==> config.mk <==
export PLATFORM = sky130hd
export DESIGN_NAME = fetch_unit
export DESIGN_NICKNAME = d
export VERILOG_FILES = /design/src/rtl/cpu_types_pkg.sv /design/src/rtl/pc_next.sv /design/src/rtl/fetch_unit.sv
export SDC_FILE = /design/constraint.sdc
export NUM_CORES = 1
export LEC_CHECK = 0
export ABC_AREA = 1
export BUFFER_PORTS_ARGS = -buffer_cell sky130_fd_sc_hd__clkbuf_2
export CORE_MARGIN = 5
export CORE_UTILIZATION = 40
export CTS_CLUSTER_SIZE = 20
export DETAILED_ROUTE_END_ITERATION = 8
export GPL_TIMING_DRIVEN = 1
export PLACE_DENSITY = 0.69
export SLEW_MARGIN = 20
export SYNTH_ARGS = -nofsm -noshare
export SYNTH_HDL_FRONTEND = slang
export SYNTH_SLANG_ARGS = --single-unit
==> constraint.sdc <==
create_clock -name CLK -period 6.5 [get_ports CLK]
set_input_delay 0.65 -clock CLK [delete_from_list [all_inputs] [get_ports CLK]]
set_output_delay 0.65 -clock CLK [all_outputs]
set_load 0.02 [all_outputs]
==> src/rtl/cpu_types_pkg.sv <==
// Shared types for the instruction fetch path: word type, fetch states and
// the decode jump/branch codes.
package cpu_types_pkg;

    typedef logic [31:0] word_t;

    typedef enum logic [1:0] {
        ST_FETCH  = 2'd0,
        ST_HOLD   = 2'd1,
        ST_HALTED = 2'd2
    } fetch_state_t;

    localparam logic [1:0] JUMP_NONE  = 2'b00;
    localparam logic [1:0] JUMP_JR    = 2'b01;
    localparam logic [1:0] JUMP_J     = 2'b10;
    localparam logic [1:0] JUMP_JAL   = 2'b11;

    localparam logic [1:0] BRANCH_NONE = 2'b00;
    localparam logic [1:0] BRANCH_BEQ  = 2'b01;
    localparam logic [1:0] BRANCH_BNE  = 2'b10;

endpackage

==> src/rtl/pc_next.sv <==
// Next-PC selection for the held instruction: jump beats branch beats sequential.
// Only the instruction index field is passed in; its low 16 bits are the branch offset.
module pc_next
    import cpu_types_pkg::*;
(
    input  word_t       pc_plus4,
    input  logic [25:0] target,
    input  logic [1:0]  jump,
    input  logic [1:0]  branch,
    input  logic        zero,
    input  logic [29:0] jr_word,
    output word_t       next_pc
);

    logic  taken;
    word_t offset;

    always_comb begin
        taken   = ((branch == BRANCH_BEQ) && zero) || ((branch == BRANCH_BNE) && !zero);
        offset  = {{14{target[15]}}, target[15:0], 2'b00};
        next_pc = pc_plus4;
        if (jump == JUMP_JR) begin
            next_pc = {jr_word, 2'b00};
        end else if ((jump == JUMP_J) || (jump == JUMP_JAL)) begin
            next_pc = {pc_plus4[31:28], target, 2'b00};
        end else if (taken) begin
            next_pc = pc_plus4 + offset;
        end
    end

endmodule

==> src/rtl/fetch_unit.sv <==
// Instruction fetch state machine: requests, latches and holds one instruction at a time.
// Optional FETCH_PERF_EN adds saturating fetch_count / wait_count outputs.
module fetch_unit
    import cpu_types_pkg::*;
#(
    parameter word_t PC_INIT = 32'h0000_0000
) (
    input  logic        CLK,
    input  logic        RST,
    input  logic        ihit,
    input  word_t       imemload,
    output logic        iREN,
    output word_t       imemaddr,
    output word_t       instr,
    output logic        instr_valid,
    input  logic        stall,
    input  logic [1:0]  jump,
    input  logic [1:0]  branch,
    input  logic        zero,
    input  word_t       jr_addr,
    input  logic        halt,
    output word_t       pc_plus4,
    output logic        halted
`ifdef FETCH_PERF_EN
    ,
    output word_t       fetch_count,
    output word_t       wait_count
`endif
);

    fetch_state_t state;
    word_t        pc;
    word_t        next_pc;

    assign pc_plus4 = pc + 32'd4;
    assign imemaddr = pc;
    // Gate with RST so no request leaks out while reset is held.
    assign iREN     = (state == ST_FETCH) && !RST;

    pc_next u_pc_next (
        .pc_plus4 (pc_plus4),
        .target   (instr[25:0]),
        .jump     (jump),
        .branch   (branch),
        .zero     (zero),
        .jr_word  (jr_addr[31:2]),
        .next_pc  (next_pc)
    );

    always_ff @(posedge CLK or posedge RST) begin
        if (RST) begin
            state       <= ST_FETCH;
            pc          <= PC_INIT;
            instr       <= '0;
            instr_valid <= 1'b0;
            halted      <= 1'b0;
        end else begin
            case (state)
                ST_FETCH: begin
                    if (ihit) begin
                        instr       <= imemload;
                        instr_valid <= 1'b1;
                        state       <= ST_HOLD;
                    end
                end
                ST_HOLD: begin
                    if (!stall) begin
                        if (halt) begin
                            halted <= 1'b1;
                            state  <= ST_HALTED;
                        end else begin
                            pc          <= next_pc;
                            instr_valid <= 1'b0;
                            state       <= ST_FETCH;
                        end
                    end
                end
                ST_HALTED: begin
                    state <= ST_HALTED;
                end
                default: begin
                    state <= ST_FETCH;
                end
            endcase
        end
    end

`ifdef FETCH_PERF_EN
    always_ff @(posedge CLK or posedge RST) begin
        if (RST) begin
            fetch_count <= '0;
            wait_count  <= '0;
        end else if (state == ST_FETCH) begin
            if (ihit) begin
                if (fetch_count != 32'hFFFF_FFFF) fetch_count <= fetch_count + 32'd1;
            end else begin
                if (wait_count != 32'hFFFF_FFFF) wait_count <= wait_count + 32'd1;
            end
        end
    end
`endif

endmodule

==> impl_metrics.json, run 1 <==
{
  "worstReg2RegEnd": "imemaddr[26]$_DFFE_PP0P_",
  "first_iter_violations": 614,
  "crit_family": "simple AND/OR/NAND/NOR gates",
  "area_delta_synth_final_pct": 19.8,
  "cts_hold_buffers": 0,
  "overflow": 0,
  "critical_path_class": "reg2reg",
  "drc_errors": 0,
  "critPathArrivalTime_ns": 3.72,
  "end_kind": "flop",
  "tightest_slew_ns": 0.908,
  "antenna_found_initial": 0,
  "synth_ff_type": "dfrtp_1",
  "drv_slew": 0,
  "viasPerCell": 5.20,
  "clock-sinks": 66,
  "grt_pass1_wl_mm": 36.5,
  "dieArea_um2": 18800,
  "syn-cell-area_um2": 6470,
  "timing.fmax_ghz": 0.287,
  "min_period_ns": 3.49,
  "cts_buffers": 9,
  "synth-seq-cells": 66,
  "synth_cell_types": 46,
  "power_leakage_nw": 4.34,
  "path_common_cell": "nand2_1",
  "cts_tree": "built",
  "place_congestion": 0.991,
  "grt_max_degree": 67,
  "dr.pass1.iters": 5,
  "r2r_cells": 18,
  "reg2reg_slack_ns": 3.01,
  "reg2reg_from": "imemaddr[2]$_DFFE_PP0P_",
  "min_to": "halted$_DFFE_PP0P_",
  "cts_resized": 0,
  "path_clk_slew_ns": 0.06,
  "path_cells": "ha_1, nand2_1, nor2_1, nand2_2, nor2_2, xnor2_1, clkinv_1, ha_1, nand2_1, inv_1, a21oi_1, nor2_1, o21ai_0, nand4_1, nand3_1, nand2_1, nand2_1, nand2_1",
  "antenna_left": 0,
  "ys_seq_area_share_pct": 25.5,
  "rows": 46,
  "synth-edff-count": 0,
  "min_path_cells": 1,
  "timing.max_cap.violations": 0,
  "cts_setup_buffers": 0,
  "total_power_mw": 4.89,
  "syn_inst": 1023,
  "wl_per_cell_um": 16.7,
  "grt_pass1_vias": 6970,
  "maxSlewHeadroom_pct": 39.4,
  "run_status": "finished clean",
  "htree_levels": 3,
  "setup_viol": 0,
  "num_antenna_cells": 0,
  "core_area_um2": 15900,
  "syn_avg_cell_area_um2": 6.32,
  "nFillCells": 1727,
  "rsz0062_at_grt": "no",
  "start_kind": "flop",
  "fp.dieW_um": 137,
  "async_flop_share_pct": 100,
  "wl_mm": 23.4,
  "cts.path.max_buffers": 2,
  "dp_cells": 1388,
  "final_nets": 1294,
  "cpMaxStageDelayCell": "dfrtp_1",
  "grtUsageTotal_pct": 25.1,
  "num_vias": 7296,
  "peakVddDrop_mv": 0.346,
  "final_cell_count_no_fill": 1404,
  "clk_root_buffer_cell": "clkbuf_16",
  "critPathRequiredTime_ns": 6.73,
  "hp-start": "halted$_DFFE_PP0P_",
  "io_pins": 173,
  "setup_ws_ns": 3.01,
  "crit_fanout": 6,
  "hpwl_mm": 18.6,
  "final_util_pct": 48.8,
  "die_h_um": 137,
  "worst-path-buf-inv": 2,
  "finalSetupTns_ns": 0,
  "hold_viol": 0,
  "port_buffers": 166,
  "yosys_warnings": 0,
  "fin_crit_sh_pct": 53.7,
  "power.density_nw_per_um2": 630,
  "initial_core_util_pct": 40.7,
  "finClkSkew_ns": 0.0153,
  "clkLatencyLatePin_ns": 0.35,
  "drive_above_1_share_pct": 21.5,
  "critPathMaxStageDelay_ns": 0.49,
  "pre_cts_slack_ns": 3.12,
  "hold_path.class": "reg2reg"
}
[worst max path at each step]
stage                             from                        to  slack, ns  depth (start not counted)
2_1_floorplan  imemaddr[2]$_DFFE_PP0P_  imemaddr[31]$_DFFE_PP0P_       3.51                         20
5_1_grt        imemaddr[2]$_DFFE_PP0P_  imemaddr[29]$_DFFE_PP0P_       2.73                         16
4_1_cts        imemaddr[2]$_DFFE_PP0P_  imemaddr[26]$_DFFE_PP0P_       3.09                         18
3_3_place_gp   imemaddr[2]$_DFFE_PP0P_  imemaddr[26]$_DFFE_PP0P_       3.19                         18
6_report       imemaddr[2]$_DFFE_PP0P_  imemaddr[26]$_DFFE_PP0P_       3.01                         18
3_5_place_dp   imemaddr[2]$_DFFE_PP0P_  imemaddr[26]$_DFFE_PP0P_       3.12                         18
[synth_stat cells, drive strengths merged, types with 13 or more instances]
cell type / instances / area share (%)
nand2: 330 / 19
inv: 148 / 8.6
nor2: 125 / 8.1
nand3: 73 / 5.8
dfrtp: 66 / 26
a21oi: 54 / 4.2
o21ai: 40 / 3.1
ha: 36 / 7.0
mux2: 31 / 5.4
buf: 16 / 1.6
nand4: 16 / 1.5
xor2: 14 / 1.9
nor3: 13 / 1.1
[flip-flops by register name, summed over array words and instances, names as in the netlist]
signal	count
instr	32
instr_valid	1
state	2
halted	1
imemaddr	30
[where the power goes]
group | total (mW) | leakage [nW] | internal [mW] | switching (mW)
clock network | 0.462 | 0.135 | 0.257 | 0.204
registers | 0.916 | 0.777 | 0.610 | 0.306
logic | 3.51 | 3.42 | 1.18 | 2.33
[through the flow]
stage	hold WS, ns	area (um2)
floorplan	0.529	6480
detailed placement	0.470	7480
CTS	0.488	7750
global placement	0.460	7480
finish	0.480	7750
global route	0.527	7750
[layout make-up]
| cell class | count | area (um2) | share of cell area [%] |
|---|---|---|---|
| clock buffers | 9 | 225 | 2.91 |
| well taps | 216 | 270 | 3.49 |
| clock inverters | 7 | 45.0 | 0.581 |
| repair buffers | 172 | 876 | 11.3 |
| multi-input cells | 783 | 4110 | 53.1 |
| inverters | 151 | 567 | 7.31 |
| flip-flops and latches | 66 | 1650 | 21.3 |
[layout by cell type, fill, tap and decap left out, types with 2 or more instances in the layout]
master,n
a21o_1,3
a21oi_1,54
a22oi_1,6
buf_4,6
clkbuf_16,9
clkbuf_2,166
clkinv_1,3
clkinv_2,4
conb_1,4
dfrtp_1,66
ha_1,36
inv_1,144
inv_2,4
mux2_2,31
nand2_1,321
nand2_2,9
nand3_1,71
nand3_2,2
nand3b_1,2
nand4_1,16
nor2_1,111
nor2_2,10
nor2_4,4
nor3_1,12
o21ai_0,35
o21ai_1,5
o21bai_1,7
o221a_2,3
o221ai_1,4
o22ai_1,4
or2_2,3
xnor2_1,5
xor2_1,14
[metal layers]
metal	wire length, um	GRT usage (%)	up-vias	part of all wire [%]
met3	2090	5.73	58	8.9
met2	10300	39.3	330	44
li1	-	-	3606	-
met4	932	10.5	0	4.0
met1	10100	33.3	3302	43
met5	0	0	-	0
[logic make-up after synthesis]
logic type                 after synthesis  share of synthesized area [%]
and+or+nand+nor                        566                           36.9
buffers and inverters                  177                           11.1
AOI/OAI and AO/OA                      126                           11.2
DFF                                     66                           25.5
adders and majority gates               37                           7.27
muxes                                   31                           5.40
xor gates and xnor gates                19                           2.57
other                                    1                         0.0580
No activity file was read; power rests on OpenSTA's default activity.
==> inputs of run 2 (changes only) <==
==> constraint.sdc (replaced) <==
create_clock -name CLK -period 3.4 [get_ports CLK]
set_input_delay 0.34 -clock CLK [delete_from_list [all_inputs] [get_ports CLK]]
set_output_delay 0.34 -clock CLK [all_outputs]
set_load 0.02 [all_outputs]
==> impl_metrics.json, run 2 (same netlist as run 1, synthesis figures left out) <==
{
  "run_status": "finished clean",
  "overflow": 0,
  "area_delta_synth_final_pct": 22.1,
  "setup_viol": 0,
  "grt_pass1_wl_mm": 36.1,
  "critical_path_class": "reg2reg",
  "final_nets": 1307,
  "io_pins": 173,
  "largest_register": "instr",
  "post-route-cell-area_um2": 7900,
  "cts.path.max_buffers": 2,
  "drc_errors": 0,
  "comb_power_share_pct": 71.9,
  "num_antenna_cells": 0,
  "die_h_um": 137,
  "setup_ws_ns": 0.198,
  "final_cell_count_no_fill": 1417,
  "path_common_cell": "nand2_1",
  "power.density_nw_per_um2": 1210,
  "layout_common_cells": "nand2_1, clkbuf_2, inv_1",
  "tightest_slew_ns": 0.942,
  "drive_above_1_share_pct": 23.0,
  "start_kind": "flop",
  "power_leakage_nw": 4.40,
  "initial_core_util_pct": 40.7,
  "antenna_found_initial": 0,
  "wl_mm": 23.7,
  "antenna_left": 0,
  "drv_slew": 0,
  "hold_viol": 0,
  "clockPowerShare_pct": 10.1,
  "first_iter_violations": 703,
  "clk_root_buffer_cell": "clkbuf_16",
  "clkLatencyLatePin_ns": 0.35,
  "fp.dieW_um": 137,
  "htree_levels": 3,
  "core_area_um2": 15900,
  "critPathMaxStageDelay_ns": 0.37,
  "path_clk_slew_ns": 0.07,
  "clock-sinks": 66,
  "mostFrequentLayoutCell": "nand2_1",
  "rsz0062_at_grt": "no",
  "p_seq_share_pct": 18.0,
  "grtUsageTotal_pct": 25.0,
  "rows": 46,
  "min_period_ns": 3.20,
  "port_buffers": 166,
  "internal-power_mw": 4.06,
  "maxSlewHeadroom_pct": 37.2,
  "pre_cts_slack_ns": 0.272,
  "grt_pass1_vias": 6759,
  "fin_crit_sh_pct": 94.2,
  "final_util_pct": 49.7,
  "hpwl_mm": 18.9,
  "grt_max_degree": 41,
  "path_cells": "ha_1, nand3_1, nor2_2, xnor2_1, inv_1, ha_1, nand2_1, nor2_1, nand2_1, nand3_1, nand2_1, nand2_1, nand2_1, nand2_1, nand2_1, nand3_1, nand2_1, nand2_1, nand2_1",
  "peakVddDrop_mv": 0.654,
  "wl_per_cell_um": 16.7,
  "finalSetupTns_ns": 0,
  "num_vias": 7359,
  "cts_buffers": 9,
  "timing.max_cap.violations": 0,
  "crit_fanout": 4,
  "finClkSkew_ns": 0.0131,
  "largest_register_ffs": 32,
  "dr.pass1.iters": 5,
  "dieArea_um2": 18800,
  "critPathRequiredTime_ns": 3.63,
  "cpMaxStageDelayCell": "ha_1",
  "end_kind": "flop",
  "cts_hold_buffers": 0,
  "switchingPower_mw": 5.47,
  "timing.fmax_ghz": 0.312,
  "hold_path.class": "in2async",
  "dp_cells": 1400,
  "dpl-instance-area_um2": 7570,
  "viasPerCell": 5.19,
  "cts_tree": "built",
  "critPathArrivalTime_ns": 3.44,
  "nFillCells": 1715,
  "place_congestion": 1.00,
  "swShare_pct": 57.4
}
==> run 2: changes by cell type in the layout (fill, tap and decap cells not counted), sizes merged <==
cell      change
clkinvlp      +2
clkbuf        +1
buf          +13
bufinv        +1
clkinv        -4
==> run 2: timing repair <==
item | in CTS | in global routing
setup endpoints to repair | 0 | 7
setup buffers | 0 | 1
gates resized for setup | 0 | 9
hold endpoints to repair | 0 | 0
==> run 2: worst max-delay path: cells and delay by family, from the launching register on <==
kind                     cells  cell delay, ns
AND/OR/NAND/NOR             15            1.89
adder cells (fa/ha/maj)      2            0.58
flip-flops                   1            0.36
XOR/XNOR                     1            0.16
buffers and inverters        1            0.13
==> run 2: worst paths after layout <==
| kind | from | endpoint | slack (ns) | cells past startpoint |
|---|---|---|---|---|
| setup / recovery | imemaddr[2]$_DFFE_PP0P_ | imemaddr[30]$_DFFE_PP0P_ | 0.20 | 19 |
| hold / removal | RST | imemaddr[6]$_DFFE_PP0P_ | 0.14 | 2 |
| setup reg to reg | imemaddr[2]$_DFFE_PP0P_ | imemaddr[30]$_DFFE_PP0P_ | 0.20 | 19 |
| hold reg to reg | halted$_DFFE_PP0P_ | halted$_DFFE_PP0P_ | 0.48 | 1 |
| max in group asynchronous | RST | imemaddr[29]$_DFFE_PP0P_ | 2.39 | 3 |
| min in group CLK | stall | halted$_DFFE_PP0P_ | 0.21 | 2 |
==> run 2: layer usage <==
metal / vias to the layer above / track usage (%) / share of wire, %
met5: - / 0 / 0
met4: 0 / 7.87 / 3.2
met3: 46 / 6.65 / 10
met2: 353 / 39.1 / 44
met1: 3341 / 33.9 / 42
li1: 3619 / - / -
==> run 2: stage by stage <==
step | power [mW] | hold slack [ns]
after floorplan | 6.40 | 0.437
after global placement | 8.36 | 0.460
after detailed placement | 8.43 | 0.467
after global routing | 10.5 | 0.201
after CTS | 9.45 | 0.153
final | 9.54 | 0.137
==> run 2: area by class of cell <==
cell class | count | area, um2 | share of cell area [%]
clock buffer | 10 | 229 | 2.90
timing repair buffer | 185 | 973 | 12.3
sequential | 66 | 1650 | 20.9
inverter | 151 | 567 | 7.18
tap | 216 | 270 | 3.42
multi-input combinational | 783 | 4140 | 52.4
clock inverter | 6 | 66.3 | 0.840
==> run 2: power groups by stage <==
| stage | Clock (mW) | Sequential [mW] | Combinational (mW) |
|---|---|---|---|
| 2_1_floorplan | 0 | 2.00 | 4.40 |
| 3_3_place_gp | 0 | 1.71 | 6.66 |
| 3_5_place_dp | 0 | 1.71 | 6.72 |
| 4_1_cts | 0.981 | 1.70 | 6.76 |
| 5_1_grt | 1.01 | 1.77 | 7.68 |
| 6_report | 0.967 | 1.72 | 6.85 |
==> inputs of run 3 (changes only) <==
--- a/config.mk
+++ b/config.mk
@@ -16,4 +16,5 @@
 export SLEW_MARGIN = 20
 export SYNTH_ARGS = -nofsm -noshare
 export SYNTH_HDL_FRONTEND = slang
+export SYNTH_HIERARCHICAL = 1
 export SYNTH_SLANG_ARGS = --single-unit
==> impl_metrics.json, run 3 <==
{
  "synth-edff-count": 0,
  "critPathMaxStageDelay_ns": 0.40,
  "dp_cells": 1444,
  "dr.pass1.iters": 4,
  "timing.fmax_ghz": 0.314,
  "drv_slew": 0,
  "syn_nets": 1170,
  "finalSetupTns_ns": 0,
  "grt_pass1_wl_mm": 36.1,
  "synth_cell_types": 42,
  "synthTopCellsByArea": "dfrtp_1, nand2_1, inv_1, mux2_4, ha_1",
  "power.density_nw_per_um2": 1160,
  "finClkSkew_ns": 0.0145,
  "viasPerCell": 4.94,
  "syn-cell-area_um2": 6790,
  "final_cell_count_no_fill": 1463,
  "setup_viol": 0,
  "timing.max_cap.violations": 0,
  "hpwl_mm": 18.3,
  "whs_ns": 0.0949,
  "synth_top_area_share_pct": 25.1,
  "synth_top_cell_by_area": "dfrtp_1",
  "hold_path.class": "in2async",
  "fp.dieW_um": 140,
  "p_seq_share_pct": 17.6,
  "clkLatencyLatePin_ns": 0.34,
  "worst-path-buf-inv": 2,
  "swShare_pct": 55.0,
  "first_iter_violations": 524,
  "clockPowerShare_pct": 10.7,
  "path_common_cell": "nand2_1",
  "start_kind": "flop",
  "grtUsageMet3_pct": 4.19,
  "synth-seq-cells": 68,
  "antenna_found_initial": 0,
  "critPathArrivalTime_ns": 3.44,
  "multi_input_area_um2": 4490,
  "fin_crit_sh_pct": 93.7,
  "path_cells": "ha_2, nand2_2, nor2_4, nand2_4, xor2_1, ha_1, nand2_1, inv_1, nand2_1, nand2_1, inv_1, nand3_1, nand2_1, nand2_1, nand2_1, nand3_1, nand2_1, nand3_1, nand2_1, nor2_1, a21oi_1",
  "busiest_layer": "met2",
  "end_kind": "flop",
  "grt_max_degree": 51,
  "io_pins": 173,
  "switchingPower_mw": 5.36,
  "antenna_left": 0,
  "syn_avg_cell_area_um2": 6.37,
  "comb_power_share_pct": 71.7,
  "syn_inst": 1065,
  "tightest_slew_ns": 0.925,
  "ys_seq_area_share_pct": 25.1,
  "drive_above_1_share_pct": 25.6,
  "wl_per_cell_um": 15.5,
  "crit_fanout": 5,
  "die_h_um": 140,
  "dieArea_um2": 19700,
  "grtUsageMet2_pct": 36.9,
  "cts_buffers": 9,
  "run_status": "finished clean",
  "min_period_ns": 3.19,
  "clk_root_buffer_cell": "clkbuf_16",
  "num_antenna_cells": 0,
  "peakVddDrop_mv": 0.611,
  "num_vias": 7233,
  "maxSlewHeadroom_pct": 38.4,
  "critical_path_class": "reg2reg",
  "drc_errors": 0,
  "cts_tree": "built",
  "port_buffers": 170,
  "ys_top_cells_by_count": "nand2_1, inv_1, nor2_1",
  "grt_pass1_vias": 6929,
  "wl_mm": 22.7,
  "nFillCells": 1685,
  "cts.path.max_buffers": 2,
  "hold_viol": 0,
  "clock-sinks": 68,
  "area_delta_synth_final_pct": 23.5,
  "synth_ff_type": "dfrtp_1",
  "yosysMostFrequentCell": "nand2_1",
  "rsz0062_at_grt": "yes",
  "initial_core_util_pct": 40.8,
  "setup_ws_ns": 0.213,
  "pre_cts_slack_ns": 0.169,
  "path_clk_slew_ns": 0.06,
  "htree_levels": 3,
  "reg2reg_slack_ns": 0.21,
  "layout_common_cells": "nand2_1, clkbuf_2, inv_1",
  "place_congestion": 0.968,
  "mostFrequentLayoutCell": "nand2_1",
  "grtUsageTotal_pct": 22.6,
  "critPathRequiredTime_ns": 3.65,
  "cpMaxStageDelayCell": "dfrtp_1",
  "yosys_warnings": 6,
  "total_power_mw": 9.74,
  "internal-power_mw": 4.39,
  "power_leakage_nw": 4.70,
  "grtUsageMet1_pct": 30.4,
  "overflow": 0,
  "reg2reg_from": "imemaddr[3]$_DFFE_PP0P_",
  "core_area_um2": 16600,
  "rows": 47,
  "worstReg2RegEnd": "imemaddr[19]$_DFFE_PP0P_",
  "regArea_um2": 1700,
  "r2r_cells": 21,
  "async_flop_share_pct": 100,
  "crit_family": "simple AND/OR/NAND/NOR gates",
  "final_nets": 1343
}
[run 3: changes by cell type in the layout (fill, tap and decap cells not counted), sizes merged, moves of 5 or more]
cell,delta
nand2,+75
nor2,-10
nor3,-10
a21oi,+8
nand4,-8
clkbuf,+7
a22oi,-6
ha,-6
o21bai,-5
[run 3: cell families (layout without fill, tap and decap cells)]
logic type,count (synthesis),count (layout),share of synthesized area [%]
mux,32,32,6.86
compound gates,117,117,9.33
simple gates,611,611,39.0
flops,68,68,25.1
fa+ha+maj,31,31,5.83
buf+inv,182,360,10.7
xor+xnor,24,24,3.21
[run 3: how the worst max path moves through the flow]
stage	startpoint	to	slack (ns)	cells after the start
after detailed placement	imemaddr[3]$_DFFE_PP0P_	imemaddr[31]$_DFFE_PP0P_	0.17	21
final	imemaddr[3]$_DFFE_PP0P_	imemaddr[19]$_DFFE_PP0P_	0.21	21
after floorplan	imemaddr[3]$_DFFE_PP0P_	imemaddr[30]$_DFFE_PP0P_	0.30	21
after CTS	imemaddr[3]$_DFFE_PP0P_	imemaddr[31]$_DFFE_PP0P_	0.13	21
after global placement	imemaddr[3]$_DFFE_PP0P_	imemaddr[31]$_DFFE_PP0P_	0.26	23
after global routing	imemaddr[3]$_DFFE_PP0P_	imemaddr[21]$_DFFE_PP0P_	-0.03	22
[run 3: stage by stage]
stage,instance area (um2),utilization (%)
2_1_floorplan,6790,-
3_3_place_gp,7890,47.4
3_5_place_dp,7890,47.4
4_1_cts,8220,49.4
5_1_grt,8380,50.3
6_report,8380,50.3
[run 3: power by group through the flow]
stage	clock (mW)	combinational (mW)	sequential [mW]
floorplan	0	4.52	2.00
global placement	0	6.64	1.68
detailed placement	0	6.72	1.69
CTS	1.05	6.76	1.69
global route	1.08	7.78	1.78
finish	1.04	6.98	1.72
[run 3: timing repair]
item,4_1_cts,5_1_grt
hold buffers,0,0
setup buffers,0,3
resized for setup,0,26
setup endpoints to repair,0,12
[run 3: area by class of cell]
cell class,instances,share of cell area (%)
clock inverter,3,0.821
sequential,68,20.3
timing repair buffer,189,11.9
multi-input combinational,815,53.6
clock buffer,13,3.11
inverter,155,6.94
tap,220,3.29
[run 3: per-layer routing]
metal | part of all wire, % | vias up
met5 | 0 | -
met4 | 3.0 | 0
met3 | 6.4 | 39
met2 | 46 | 229
met1 | 44 | 3291
li1 | - | 3674
